[config.mk]
export PLATFORM = sky130hd
export DESIGN_NAME = out_port_tx_flat
export DESIGN_NICKNAME = d
export VERILOG_FILES = /design/src/rtl/out_port_tx_if.sv /design/src/rtl/out_port_tx.sv /design/src/flat_wrapper.sv
export SDC_FILE = /design/constraint.sdc
export NUM_CORES = 1
export LEC_CHECK = 0
export CAP_MARGIN = 15
export CORE_MARGIN = 2
export CORE_UTILIZATION = 51
export CTS_CLUSTER_DIAMETER = 40
export CTS_CLUSTER_SIZE = 25
export DETAILED_ROUTE_END_ITERATION = 10
export PLACE_DENSITY = 0.76
export SLEW_MARGIN = 20
export SYNTH_ARGS = -nofsm -noshare
export SYNTH_HDL_FRONTEND = slang
export SYNTH_SLANG_ARGS = --single-unit
[constraint.sdc]
create_clock -name clk -period 4.2 [get_ports clk]
set_input_delay 0.63 -clock clk [delete_from_list [all_inputs] [get_ports clk]]
set_output_delay 0.63 -clock clk [all_outputs]
set_load 0.02 [all_outputs]
[src/rtl/out_port_tx_if.sv]
// CPU-side write port and serial/status signals of the output-port transmitter.
interface out_port_tx_if #(
  parameter int unsigned AW = 2
);
  logic          doOut;
  logic [7:0]    dbus;
  logic          tx;
  logic          busy;
  logic          full;
  logic          overflow;
  logic [AW:0]   count;

  // CPU / bench side: drives the write strobe and data, observes status
  modport master (
    output doOut, dbus,
    input  tx, busy, full, overflow, count
  );

  // Transmitter side
  modport slave (
    input  doOut, dbus,
    output tx, busy, full, overflow, count
  );
endinterface

[src/rtl/out_port_tx.sv]
// Output-port serial transmitter: buffers CPU output writes in a small FIFO
// and sends each byte as UART 8N1, with back-to-back frames when queued.
module out_port_tx #(
  parameter int unsigned CLKS_PER_BIT = 4,
  parameter int unsigned DEPTH        = 4,
  parameter int unsigned AW           = 2
) (
  input  logic          clk,
  input  logic          reset,
  out_port_tx_if.slave  bus
);

  localparam int unsigned BW = (CLKS_PER_BIT > 2) ? $clog2(CLKS_PER_BIT) : 1;
  localparam logic [BW-1:0] BAUD_LAST = BW'(CLKS_PER_BIT - 1);
  localparam logic [AW:0]   DEPTH_C   = (AW+1)'(DEPTH);

  typedef enum logic [1:0] {IDLE, START, DATA, STOP} state_t;

  state_t          state;
  logic [BW-1:0]   baud;
  logic [2:0]      bit_idx;
  logic [7:0]      shift;
  logic            tx_q;
  logic [7:0]      mem [DEPTH];
  logic [AW-1:0]   rd_ptr;
  logic [AW-1:0]   wr_ptr;
  logic [AW:0]     cnt;
  logic            ovf;
  logic            baud_done;
  logic            pop;
  logic            push;

  // Pop when idle or at the last cycle of STOP; a push may reuse the popped slot
  always_comb begin
    baud_done = (baud == BAUD_LAST);
    pop       = (cnt != '0) && ((state == IDLE) || ((state == STOP) && baud_done));
    push      = bus.doOut && ((cnt < DEPTH_C) || pop);
  end

  // FIFO storage; no reset needed since occupancy is tracked by the pointers
  always_ff @(posedge clk) begin
    if (push) mem[wr_ptr] <= bus.dbus;
  end

  // FIFO pointers, occupancy and sticky overflow
  always_ff @(posedge clk or posedge reset) begin
    if (reset) begin
      rd_ptr <= '0;
      wr_ptr <= '0;
      cnt    <= '0;
      ovf    <= 1'b0;
    end else begin
      if (push) wr_ptr <= wr_ptr + AW'(1);
      if (pop)  rd_ptr <= rd_ptr + AW'(1);
      if (push && !pop)      cnt <= cnt + (AW+1)'(1);
      else if (pop && !push) cnt <= cnt - (AW+1)'(1);
      if (bus.doOut && !push) ovf <= 1'b1;
    end
  end

  // Frame sequencer: START, 8 data bits LSB first, STOP; tx registered
  always_ff @(posedge clk or posedge reset) begin
    if (reset) begin
      state   <= IDLE;
      baud    <= '0;
      bit_idx <= '0;
      shift   <= '0;
      tx_q    <= 1'b1;
    end else if (pop) begin
      shift   <= mem[rd_ptr];
      state   <= START;
      baud    <= '0;
      bit_idx <= '0;
      tx_q    <= 1'b0;
    end else begin
      case (state)
        IDLE: begin
          tx_q <= 1'b1;
        end
        START: begin
          if (baud_done) begin
            state   <= DATA;
            baud    <= '0;
            bit_idx <= '0;
            tx_q    <= shift[0];
          end else begin
            baud <= baud + BW'(1);
          end
        end
        DATA: begin
          if (baud_done) begin
            baud  <= '0;
            shift <= shift >> 1;
            if (bit_idx == 3'(7)) begin
              state <= STOP;
              tx_q  <= 1'b1;
            end else begin
              bit_idx <= bit_idx + 3'(1);
              tx_q    <= shift[1];
            end
          end else begin
            baud <= baud + BW'(1);
          end
        end
        STOP: begin
          if (baud_done) begin
            state <= IDLE;
            baud  <= '0;
            tx_q  <= 1'b1;
          end else begin
            baud <= baud + BW'(1);
          end
        end
        default: begin
          state <= IDLE;
          tx_q  <= 1'b1;
        end
      endcase
    end
  end

  assign bus.tx       = tx_q;
  assign bus.busy     = (state != IDLE) || (cnt != '0);
  assign bus.full     = (cnt == DEPTH_C);
  assign bus.overflow = ovf;
  assign bus.count    = cnt;

endmodule

[src/flat_wrapper.sv]
// flat-port wrapper written by rule: the top's interface ports become plain ports
module out_port_tx_flat 
#(
  parameter int unsigned CLKS_PER_BIT = 4,
  parameter int unsigned DEPTH        = 4,
  parameter int unsigned AW           = 2
)
  (clk, reset, bus_doOut, bus_dbus, bus_tx, bus_busy, bus_full, bus_overflow, bus_count);
  out_port_tx_if #(.AW(AW)) bus_i ();
  input  logic clk;
  input  logic reset;
  input wire logic [$bits(bus_i.doOut)-1:0] bus_doOut;
  input wire logic [$bits(bus_i.dbus)-1:0] bus_dbus;
  output wire logic [$bits(bus_i.tx)-1:0] bus_tx;
  output wire logic [$bits(bus_i.busy)-1:0] bus_busy;
  output wire logic [$bits(bus_i.full)-1:0] bus_full;
  output wire logic [$bits(bus_i.overflow)-1:0] bus_overflow;
  output wire logic [$bits(bus_i.count)-1:0] bus_count;
  assign bus_i.doOut = bus_doOut;
  assign bus_i.dbus = bus_dbus;
  assign bus_tx = bus_i.tx;
  assign bus_busy = bus_i.busy;
  assign bus_full = bus_i.full;
  assign bus_overflow = bus_i.overflow;
  assign bus_count = bus_i.count;
  out_port_tx #(.CLKS_PER_BIT(CLKS_PER_BIT), .DEPTH(DEPTH), .AW(AW)) u_core (.clk(clk), .reset(reset), .bus(bus_i));
endmodule
### After elaboration in Yosys (flattened, before gate mapping)

Memory sizes are Yosys's and may differ from the RTL's.
Cells that the tools add are included.

| storage, ports and cells | value |
|---|---|
| flip-flop bits (word level) | 24 |
| bits in latches | 0 |
| memory bits (writable) | 32 |
| bits in read-only memories | 0 |
| output and inout bits | 7 |
| logic and storage cells | 80 |
| memories | 1 |

Memories:

| memory | words | bits a word | rd ports | clocked after memory_dff | write ports | RTL line | RTL |
|---|---|---|---|---|---|---|---|
| u_core.mem | 4 | 8 | 1 | 0 | 1 | out_port_tx.sv:24 | `logic [7:0] mem [DEPTH];` |

| operators by class | value |
|---|---|
| add/subtract/negate cells | 6 |
| multipliers | 0 |
| divide/modulo/power cells | 0 |
| magnitude comparators | 1 |
| equality and inequality tests | 11 |
| shift operators | 0 |
| muxes and demuxes | 27 |
| bitwise logic cells | 0 |
| reduce and logical (&&, ||, !) cells | 25 |

Operators with widths:

| operator | number |
|---|---|
| $mux W8 | 3 |
| $mux W3 | 6 |
| $mux W2 | 8 |
| $ne A3 B1 Y1 const B | 4 |
| $reduce_bool A2 Y1 | 5 |
| $mux W1 | 7 |
| $add A2 B1 Y2 const B | 3 |
| $add A3 B1 Y3 const B | 2 |
| $eq A2 B2 Y1 const B | 3 |
| $eq A3 B3 Y1 const B | 2 |
| $logic_and A1 B1 Y1 | 6 |
| $pmux W2 S3 | 1 |
| $pmux W3 S2 | 1 |
| $reduce_bool A3 Y1 | 2 |
| $reduce_and A5 Y1 | 1 |
| $pmux W1 S4 | 1 |
| $reduce_and A4 Y1 | 1 |
| $reduce_bool A4 Y1 | 1 |
| $logic_or A1 B1 Y1 | 3 |
| $lt A3 B3 Y1 const B | 1 |
| $ne A3 B2 Y1 const B | 1 |
| $reduce_and A3 Y1 | 1 |
| $reduce_or A3 Y1 | 1 |
| $sub A3 B1 Y3 const B | 1 |
| other kinds (4) | 5 |

### Longest topological paths before layout

Gate-level depths: netlist of the first run.

| depth | value |
|---|---|
| depth after elaboration | 10 |
| mapped depth | 12 |
| depth with buffers taken out | 11 |

### Least setup slack after synthesis of the first run

OpenSTA, ideal clock, no wires.

| path | value |
|---|---|
| path kind | reg2reg |
| start | register u_core.state[0] |
| end | register u_core.cnt[2], in the netlist u_core.bus.count[2] |
| arrival time | 2177 ps |
| required time | 4120 ps |
| setup slack | 1943 ps |
| cell stages (with the launch flop) | 13 |
| buffers on the path | 1 |
| clock period less this slack | 2257 ps |
| path through | dfrtp_1 inv_1 ha_1 a21oi_2 nor2_4 inv_2 buf_6 ha_1 inv_1 fa_1 xor2_1 nor2_1 xor2_1 |

| on the way | value |
|---|---|
| cells in the longest elaborated chain, start to end | 9 |
| elaborated cells between the ends (all ways) | 13 |

RTL lines:

| what | RTL line | RTL |
|---|---|---|
| start: declaration | out_port_tx.sv:19 | `state_t state;` |
| start signal: assignment | out_port_tx.sv:64 | `state <= IDLE;` |
| start signal: assignment | out_port_tx.sv:71 | `state <= START;` |
| start signal: assignment | out_port_tx.sv:82 | `state <= DATA;` |
| $eq A2 B2 Y1 | out_port_tx.sv:36 | `pop = (cnt != '0) && ((state == IDLE) \|\| ((state == STOP) && baud_done));` |
| $logic_and A1 B1 Y1 | out_port_tx.sv:36 |  |
| $logic_or A1 B1 Y1 * | out_port_tx.sv:36 |  |
| $logic_and A1 B1 Y1 * | out_port_tx.sv:36 |  |
| $logic_or A1 B1 Y1 | out_port_tx.sv:37 | `push = bus.doOut && ((cnt < DEPTH_C) \|\| pop);` |
| $logic_and A1 B1 Y1 | out_port_tx.sv:37 |  |
| $logic_not A1 Y1 | out_port_tx.sv:56 | `else if (pop && !push) cnt <= cnt - (AW+1)'(1);` |
| $logic_and A1 B1 Y1 | out_port_tx.sv:56 |  |
| $reduce_bool A2 Y1 (no source line) | -- |  |
| end signal: assignment | out_port_tx.sv:55 | `if (push && !pop) cnt <= cnt + (AW+1)'(1);` |
| end signal: assignment | out_port_tx.sv:56 |  |
| end: declaration | out_port_tx.sv:27 | `logic [AW:0] cnt;` |

Mark *: on every way between the ends. The rest lies on a longest branch, timed or not.
A chain may end at the register's enable or synchronous reset.

### Worst setup path in the final report of the first run

| path | value |
|---|---|
| start | register u_core.baud[0] |
| end | register u_core.cnt[2], in the netlist u_core.bus.count[2] |

| on the way | value |
|---|---|
| cells in the longest elaborated chain, start to end | 9 |
| elaborated cells between the ends (all ways) | 12 |

RTL lines:

| what | RTL line | RTL |
|---|---|---|
| start: declaration | out_port_tx.sv:20 | `logic [BW-1:0] baud;` |
| start signal: assignment | out_port_tx.sv:87 | `baud <= baud + BW'(1);` |
| start signal: assignment | out_port_tx.sv:102 | `baud <= baud + BW'(1);` |
| start signal: assignment | out_port_tx.sv:111 | `baud <= baud + BW'(1);` |
| $eq A2 B2 Y1 * | out_port_tx.sv:35 | `baud_done = (baud == BAUD_LAST);` |
| $logic_and A1 B1 Y1 * | out_port_tx.sv:36 |  |
| $logic_or A1 B1 Y1 * | out_port_tx.sv:36 |  |
| $logic_and A1 B1 Y1 * | out_port_tx.sv:36 |  |
| $logic_or A1 B1 Y1 | out_port_tx.sv:37 |  |
| $logic_and A1 B1 Y1 | out_port_tx.sv:37 |  |
| $logic_not A1 Y1 | out_port_tx.sv:56 |  |
| $logic_and A1 B1 Y1 | out_port_tx.sv:56 |  |
| $reduce_bool A2 Y1 (no source line) | -- |  |

Marked as above.

==> results of run 1 <==
[cell type report]
class                      instances  area [µm²]  share of cell area
tap                               67        83.8              0.0291
sequential                        56        1560               0.543
clock inverter                     1        5.00             0.00174
timing repair buffer              17         170              0.0592
clock buffer                       7        76.3              0.0265
inverter                           7        26.3             0.00913
multi-input combinational         94         952               0.331
[registers in the layout, summed over array words and instances (netlist names)]
| signal | flops |
|---|---|
| u_core.bus.overflow | 1 |
| u_core.mem | 32 |
| u_core.bus.count | 3 |
| u_core.bit_idx | 3 |
| u_core.bus.tx | 1 |
| u_core.wr_ptr | 2 |
| u_core.baud | 2 |
| u_core.state | 2 |
| u_core.rd_ptr | 2 |
| u_core.shift | 8 |
[power by group through the flow]
stage | sequential (mW) | clock [mW] | combinational [mW]
floorplan | 0.869 | 0 | 0.750
global placement | 0.904 | 0 | 0.855
detailed placement | 0.922 | 0 | 0.927
CTS | 0.911 | 0.282 | 0.931
global route | 0.933 | 0.302 | 1.00
finish | 0.907 | 0.276 | 0.922
[metal layers]
| layer | GRT usage | wire, µm | part of all wire | up-vias |
|---|---|---|---|---|
| met5 | 0 | 0 | 0 | - |
| met4 | 0.0604 | 89 | 0.020 | 0 |
| met3 | 0.0402 | 103 | 0.024 | 9 |
| met2 | 0.313 | 2310 | 0.53 | 25 |
| met1 | 0.223 | 1870 | 0.43 | 716 |
| li1 | - | - | - | 649 |
[metrics by stage]
stage | hold WS, ns | area [µm²] | setup slack, ns | std cells
2_1_floorplan | 0.446 | 2580 | 1.94 | 162
3_3_place_gp | 0.459 | 2800 | 1.67 | 241
3_5_place_dp | 0.470 | 2800 | 1.52 | 241
4_1_cts | 0.491 | 2880 | 1.51 | 249
5_1_grt | 0.509 | 2880 | 1.38 | 249
6_report | 0.487 | 2880 | 1.53 | 249
[cell usage in the layout, fill, tap and decap left out, types with 2 or more instances in the layout]
master           netlist  layout
ha_1                  13      13
o21ai_0                2       2
edfxtp_1              32      32
o211ai_1               4       4
xor2_1                 2       2
clkbuf_8               0       5
nor2b_1                2       2
inv_1                  6       6
nand3_1                2       2
mux2_4                 5       5
dfrtp_1               23      23
o2111ai_1              2       2
xnor2_1                4       4
nor2_1                 4       4
clkbuf_1               1       2
a21oi_1                6       6
mux4_2                 8       8
mux2_2                12      12
nand2_1                4       4
nand4_1                2       2
clkdlybuf4s50_1        0      17
and2_1                 4       4
[kinds of logic after synthesis]
family | Yosys count | synth area share
buffers and inverters | 12 | 0.0266
adder cells (fa/ha/maj) | 14 | 0.0707
XOR/XNOR | 6 | 0.0203
AND/OR/NAND/NOR | 27 | 0.0634
AO/OA/AOI/OAI | 22 | 0.0630
flip-flops | 56 | 0.605
multiplexers | 25 | 0.151
[worst reg2reg max path: stages, from the launching register on]
cell     delay, ns
dfrtp_1       0.41
ha_1          0.37
a21oi_2       0.34
nor2_4        0.08
inv_2         0.26
ha_1          0.25
inv_1         0.06
fa_1          0.38
xor2_1        0.17
nor2_1        0.11
xor2_1        0.16
[final timing paths]
kind | start | endpoint | slack, ns
worst max-delay path | u_core.baud[0] | u_core.bus.count[2] | 1.53
worst min-delay path | u_core.bus.overflow | u_core.bus.overflow | 0.49
worst max register to register | u_core.baud[0] | u_core.bus.count[2] | 1.53
worst min register to register | u_core.bus.overflow | u_core.bus.overflow | 0.49
max in group asynchronous | reset | u_core.wr_ptr[1] | 2.84
min in group asynchronous | reset | u_core.wr_ptr[0] | 0.81
==> reports/metrics.yaml, run 1 <==
power:
  pwr-share-clk: 0.131
  p_int_mw: 1.35
  cellPowerDensity_mw_per_mm2: 732
  comb_power_share: 0.438
  switching_share: 0.357
  power_leakage_nw: 1.10
  peakVddDrop_mv: 0.333
  power_mw: 2.11
  seq_power_share: 0.431
  p_sw_mw: 0.752
setup_path:
  path_cells: "ha_1, a21oi_2, nor2_4, inv_2, ha_1, inv_1, fa_1, xor2_1, nor2_1, xor2_1"
  reg2reg_depth: 10
  cp-end-kind: "flip-flop"
  worst-path-buf-inv: 2
  cp_top_family: "adder cells"
  crit_type: "flip-flop to flip-flop"
  worstPathRequired_ns: 4.43
  crit_path_start_kind: "flip-flop"
  critPathArrivalTime_ns: 2.91
  crit_cells: 10
  crit_fanout: 12
  crit_slowest_cell: "dfrtp_1"
  max_stage_delay_ns: 0.41
placed_design:
  place_congestion: 0.896
  hpwl_um: 3170
  port_buffers: 17
final_layout:
  num_antenna_cells: 0
  area_delta_synth_final_pct: 11.3
  drive_above_1_share: 0.225
  nets: 206
  fillCellCount: 376
  finish.utilization: 0.597
floorplan:
  die_y_um: 75.2
  ioPinCount: 18
  die_x_um: 75.2
  num_rows: 25
  core_area_mm2: 0.00482
  start_util: 0.536
  dieArea_mm2: 0.00565
sta:
  maxSlewHeadroom: 0.401
  clock_skew_ns: 0.00968
  period_needed_ns: 2.67
  fmax_ghz: 0.374
  slew_violations: 0
  hold_viol_final: 0
  fin_crit_sh: 0.637
  tightest_slew_ns: 0.898
  final-setup-viol-count: 0
  setup-tns-final_ns: 0
  rsz0062_at_grt: "no"
synthesis:
  ys_warn_count: 0
  ys.flop_type: "edfxtp_1"
  syn_inst: 162
  syn_area_mm2: 0.00258
  syn_nets: 187
  synth_seq_cells: 56
  synth_top_area_frac: 0.372
  synth_edf_count: 32
  yosysMostFrequentCell: "edfxtp_1"
  synth_common_cells: "edfxtp_1 (32), dfrtp_1 (23), ha_1 (13)"
  ys_types: 42
  netlist.top_cell.by_area: "edfxtp_1"
  synth.yosys.seq_area_share: 0.605
  syn_area_per_cell_um2: 15.9
  synthArstFlopShare: 0.429
  synth_area_leaders: "edfxtp_1 (37%), dfrtp_1 (22%), mux4_2 (7.0%), ha_1 (6.3%), mux2_2 (5.2%)"
global_route:
  grtUsageTotal: 0.180
  grt_max_degree: 25
  antenna_found_initial: 0
  grt_pass1_vias: 1469
  grt_overflow_total: 0
  grt_pass1_wl_um: 7250
routing:
  detail-route-antenna-nets: 0
  drc_errors: 0
  drt_pre_antenna_iters: 4
  drtIter0Drc: 52
  vias: 1399
  routedWlPerCell_um: 17.6
  routed_wl_um: 4370
  via_per_inst: 5.62
clocking:
  htreeDepth: 2
  clk_latency_ns: 0.30
  cts_buffers: 5
  cts.sinks: 56
  ctsResizeCount: 0
  cts.path.max_buffers: 2
  cts.clk_slew.worst_paths_ns: 0.09
  post_cts_buffers: 0
  cts_hold_repair.buffers: 0
  cts_tree: "done"
  root_buffer: "clkbuf_8"
flow_run:
  drv_cap: 0
worst_hold_path:
  whs_path_depth: 1
  hold_class: "flip-flop to flip-flop"
status:
  status: "complete, no violations"
Note: power is estimated with default switching activity, not from simulation.
==> run 2: changes to the inputs <==
==> constraint.sdc (replaced) <==
create_clock -name clk -period 2.75 [get_ports clk]
set_input_delay 0.4125 -clock clk [delete_from_list [all_inputs] [get_ports clk]]
set_output_delay 0.4125 -clock clk [all_outputs]
set_load 0.02 [all_outputs]
==> run 2 against run 1 <==
  * Sequential power up 53%
  * Die area unchanged
  * Worst setup slack worse by 1.3 ns
  * Clock skew up 0.0012 ns
  * Critical endpoint unchanged
  * Cell area up 0.57%
  * Register-to-register slack worse by 1.3 ns
  * Routed wire length down 3.0%
  * Via count down 1.9%
  * Core utilization up 0.34 points
  * Sequential share of layout area down 0.31 points
  * Combinational power up 52%
  * Largest power group unchanged
  * Total power up 53%
==> reports/metrics.yaml, run 2 (synthesis results as in run 1) <==
status:
  status: "complete, no violations"  # unchanged
routing:
  routedWlPerCell_um: 17.0  # was 17.6 µm
  via_per_inst: 5.49  # was 5.62
  detail-route-antenna-nets: 0  # unchanged
  drc_errors: 0  # unchanged
  drtIter0Drc: 38  # was 52
  routed_wl_um: 4240  # was 4370 µm
  drt_pre_antenna_iters: 6  # was 4
  vias: 1373  # was 1399
worst_hold_path:
  hold_class: "flip-flop to flip-flop"  # unchanged
  holdCritStartpoint: "u_core.bus.overflow"  # unchanged
power:
  comb_power_share: 0.433  # was 0.438
  peakVddDrop_mv: 0.497  # was 0.333 mV
  p_sw_mw: 1.15  # was 0.752 mW
  seq_power_share: 0.429  # was 0.431
  pwr-share-clk: 0.138  # was 0.131
  p_int_mw: 2.07  # was 1.35 mW
  cellPowerDensity_mw_per_mm2: 1120  # was 732 mW/mm²
  power_leakage_nw: 1.11  # was 1.10 nW
  switching_share: 0.357  # about the same
setup_path:
  cp-startpoint: "u_core.baud[0]"  # unchanged
  crit_path_start_kind: "flip-flop"  # unchanged
  worstPathRequired_ns: 2.97  # was 4.43 ns
  crit_fanout: 12  # unchanged
  crit_type: "flip-flop to flip-flop"  # unchanged
  critPathArrivalTime_ns: 2.77  # was 2.91 ns
  timing.rr.start: "u_core.baud[0]"  # unchanged
  cp-end-kind: "flip-flop"  # unchanged
clocking:
  clk_latency_ns: 0.31  # was 0.30 ns
  htreeDepth: 2  # unchanged
  ctsResizeCount: 0  # unchanged
  cts_hold_repair.buffers: 0  # unchanged
  cts_tree: "done"  # unchanged
  cts.sinks: 56  # unchanged
  cts.path.max_buffers: 2  # unchanged
  post_cts_buffers: 0  # unchanged
  cts_buffers: 5  # unchanged
  root_buffer: "clkbuf_8"  # unchanged
  cts.clk_slew.worst_paths_ns: 0.09  # about the same
final_layout:
  regMostFlops: "u_core.mem"  # unchanged
  area_delta_synth_final_pct: 12.0  # was 11.3%
  final_common_cell: "edfxtp_1"  # unchanged
  top_regs: "u_core.mem (32), u_core.shift (8)"  # unchanged
  final_area_mm2: 0.00289  # was 0.00288 mm²
  finalNonFillerCells: 250  # was 249
  finish.utilization: 0.601  # was 0.597
  largest_reg_flops: 32  # unchanged
  drive_above_1_share: 0.240  # was 0.225
  fillCellCount: 377  # was 376
  num_antenna_cells: 0  # unchanged
  mostFrequentLayoutCells: "edfxtp_1 (32), dfrtp_1 (23), clkdlybuf4s50_1 (17)"  # unchanged
  nets: 207  # was 206
sta:
  hold_viol_final: 0  # unchanged
  period_needed_ns: 2.55  # was 2.67 ns
  fmax_ghz: 0.393  # was 0.374 GHz
  hold_slack_ns: 0.476  # was 0.487 ns
  final-setup-viol-count: 0  # unchanged
  maxSlewHeadroom: 0.380  # was 0.401
  fin_crit_sh: 0.926  # was 0.637
  setup-tns-final_ns: 0  # unchanged
  rsz0062_at_grt: "no"  # unchanged
  tightest_slew_ns: 0.929  # was 0.898 ns
  clock_skew_ns: 0.0109  # was 0.00968 ns
  slew_violations: 0  # unchanged
flow_run:
  drv_cap: 0  # unchanged
global_route:
  grt_overflow_total: 0  # unchanged
  grtUsageTotal: 0.177  # was 0.180
  grt_pass1_wl_um: 7140  # was 7250 µm
  antenna_found_initial: 0  # unchanged
  grt_max_degree: 25  # unchanged
  grt_pass1_vias: 1488  # was 1469
floorplan:
  die_y_um: 75.2  # unchanged
  num_rows: 25  # unchanged
  core_area_mm2: 0.00482  # unchanged
  die_x_um: 75.2  # unchanged
  dieArea_mm2: 0.00565  # unchanged
  ioPinCount: 18  # unchanged
  start_util: 0.536  # unchanged
placed_design:
  port_buffers: 17  # unchanged
  place_congestion: 0.846  # was 0.896
  hpwl_um: 3050  # was 3170 µm
  dpl_cell_area_mm2: 0.00280  # about the same
  dp.cells: 242  # was 241
-- run 2: cell types whose count changed in the layout (fill, tap and decap cells not counted), sizes merged --
cell / previous run / this run
buf: 0 / 1
inv: 7 / 8
clkbuf: 7 / 5
clkinvlp: 0 / 1
-- run 2: cell type report --
class                      count  area, µm²  area share
clock inverter                 3       21.3     0.00735
inverter                       7       26.3     0.00908
tap                           67       83.8      0.0290
multi-input combinational     94        952       0.329
sequential                    56       1560       0.540
clock buffer                   5       68.8      0.0238
timing repair buffer          18        178      0.0614
-- run 2: worst paths after layout --
path                                  endpoint  slack, ns  cells after the start
min in group asynchronous      u_core.shift[1]       0.60                      2
hold / removal             u_core.bus.overflow       0.48                      1
max in group asynchronous     u_core.rd_ptr[0]       1.58                      2
setup / recovery           u_core.bus.count[2]       0.20                      9
hold reg to reg            u_core.bus.overflow       0.48                      1
setup reg to reg           u_core.bus.count[2]       0.20                      9
-- run 2: per-stage QoR --
stage	power (mW)	worst slack (ns)
after global routing	3.44	0.0160
after global placement	2.69	0.394
after CTS	3.25	0.223
final	3.23	0.205
after floorplan	2.47	0.493
after detailed placement	2.81	0.259
-- run 2: power by group through the flow --
stage                     clock network (mW)  registers (mW)  logic (mW)
final                                  0.445            1.39        1.40
after global routing                   0.493            1.42        1.53
after CTS                              0.455            1.39        1.41
after detailed placement                   0            1.41        1.40
after global placement                     0            1.38        1.32
after floorplan                            0            1.33        1.15
-- run 2: worst max-delay path: stages, from the launching register on --
cell and delay [ns]:
dfrtp_1 0.38, ha_1 0.45, a21oi_2 0.17, a21boi_2 0.32, ha_1 0.24, inv_1 0.06
fa_1 0.37, xor2_1 0.17, nor2_1 0.12, xor2_1 0.19
-- run 2: routing by layer --
| layer | GRT usage | routed length, µm | up-vias |
|---|---|---|---|
| li1 | - | - | 643 |
| met1 | 0.202 | 1720 | 709 |
| met2 | 0.325 | 2380 | 15 |
| met3 | 0.0442 | 89 | 6 |
| met4 | 0.0565 | 48 | 0 |
| met5 | 0 | 0 | - |
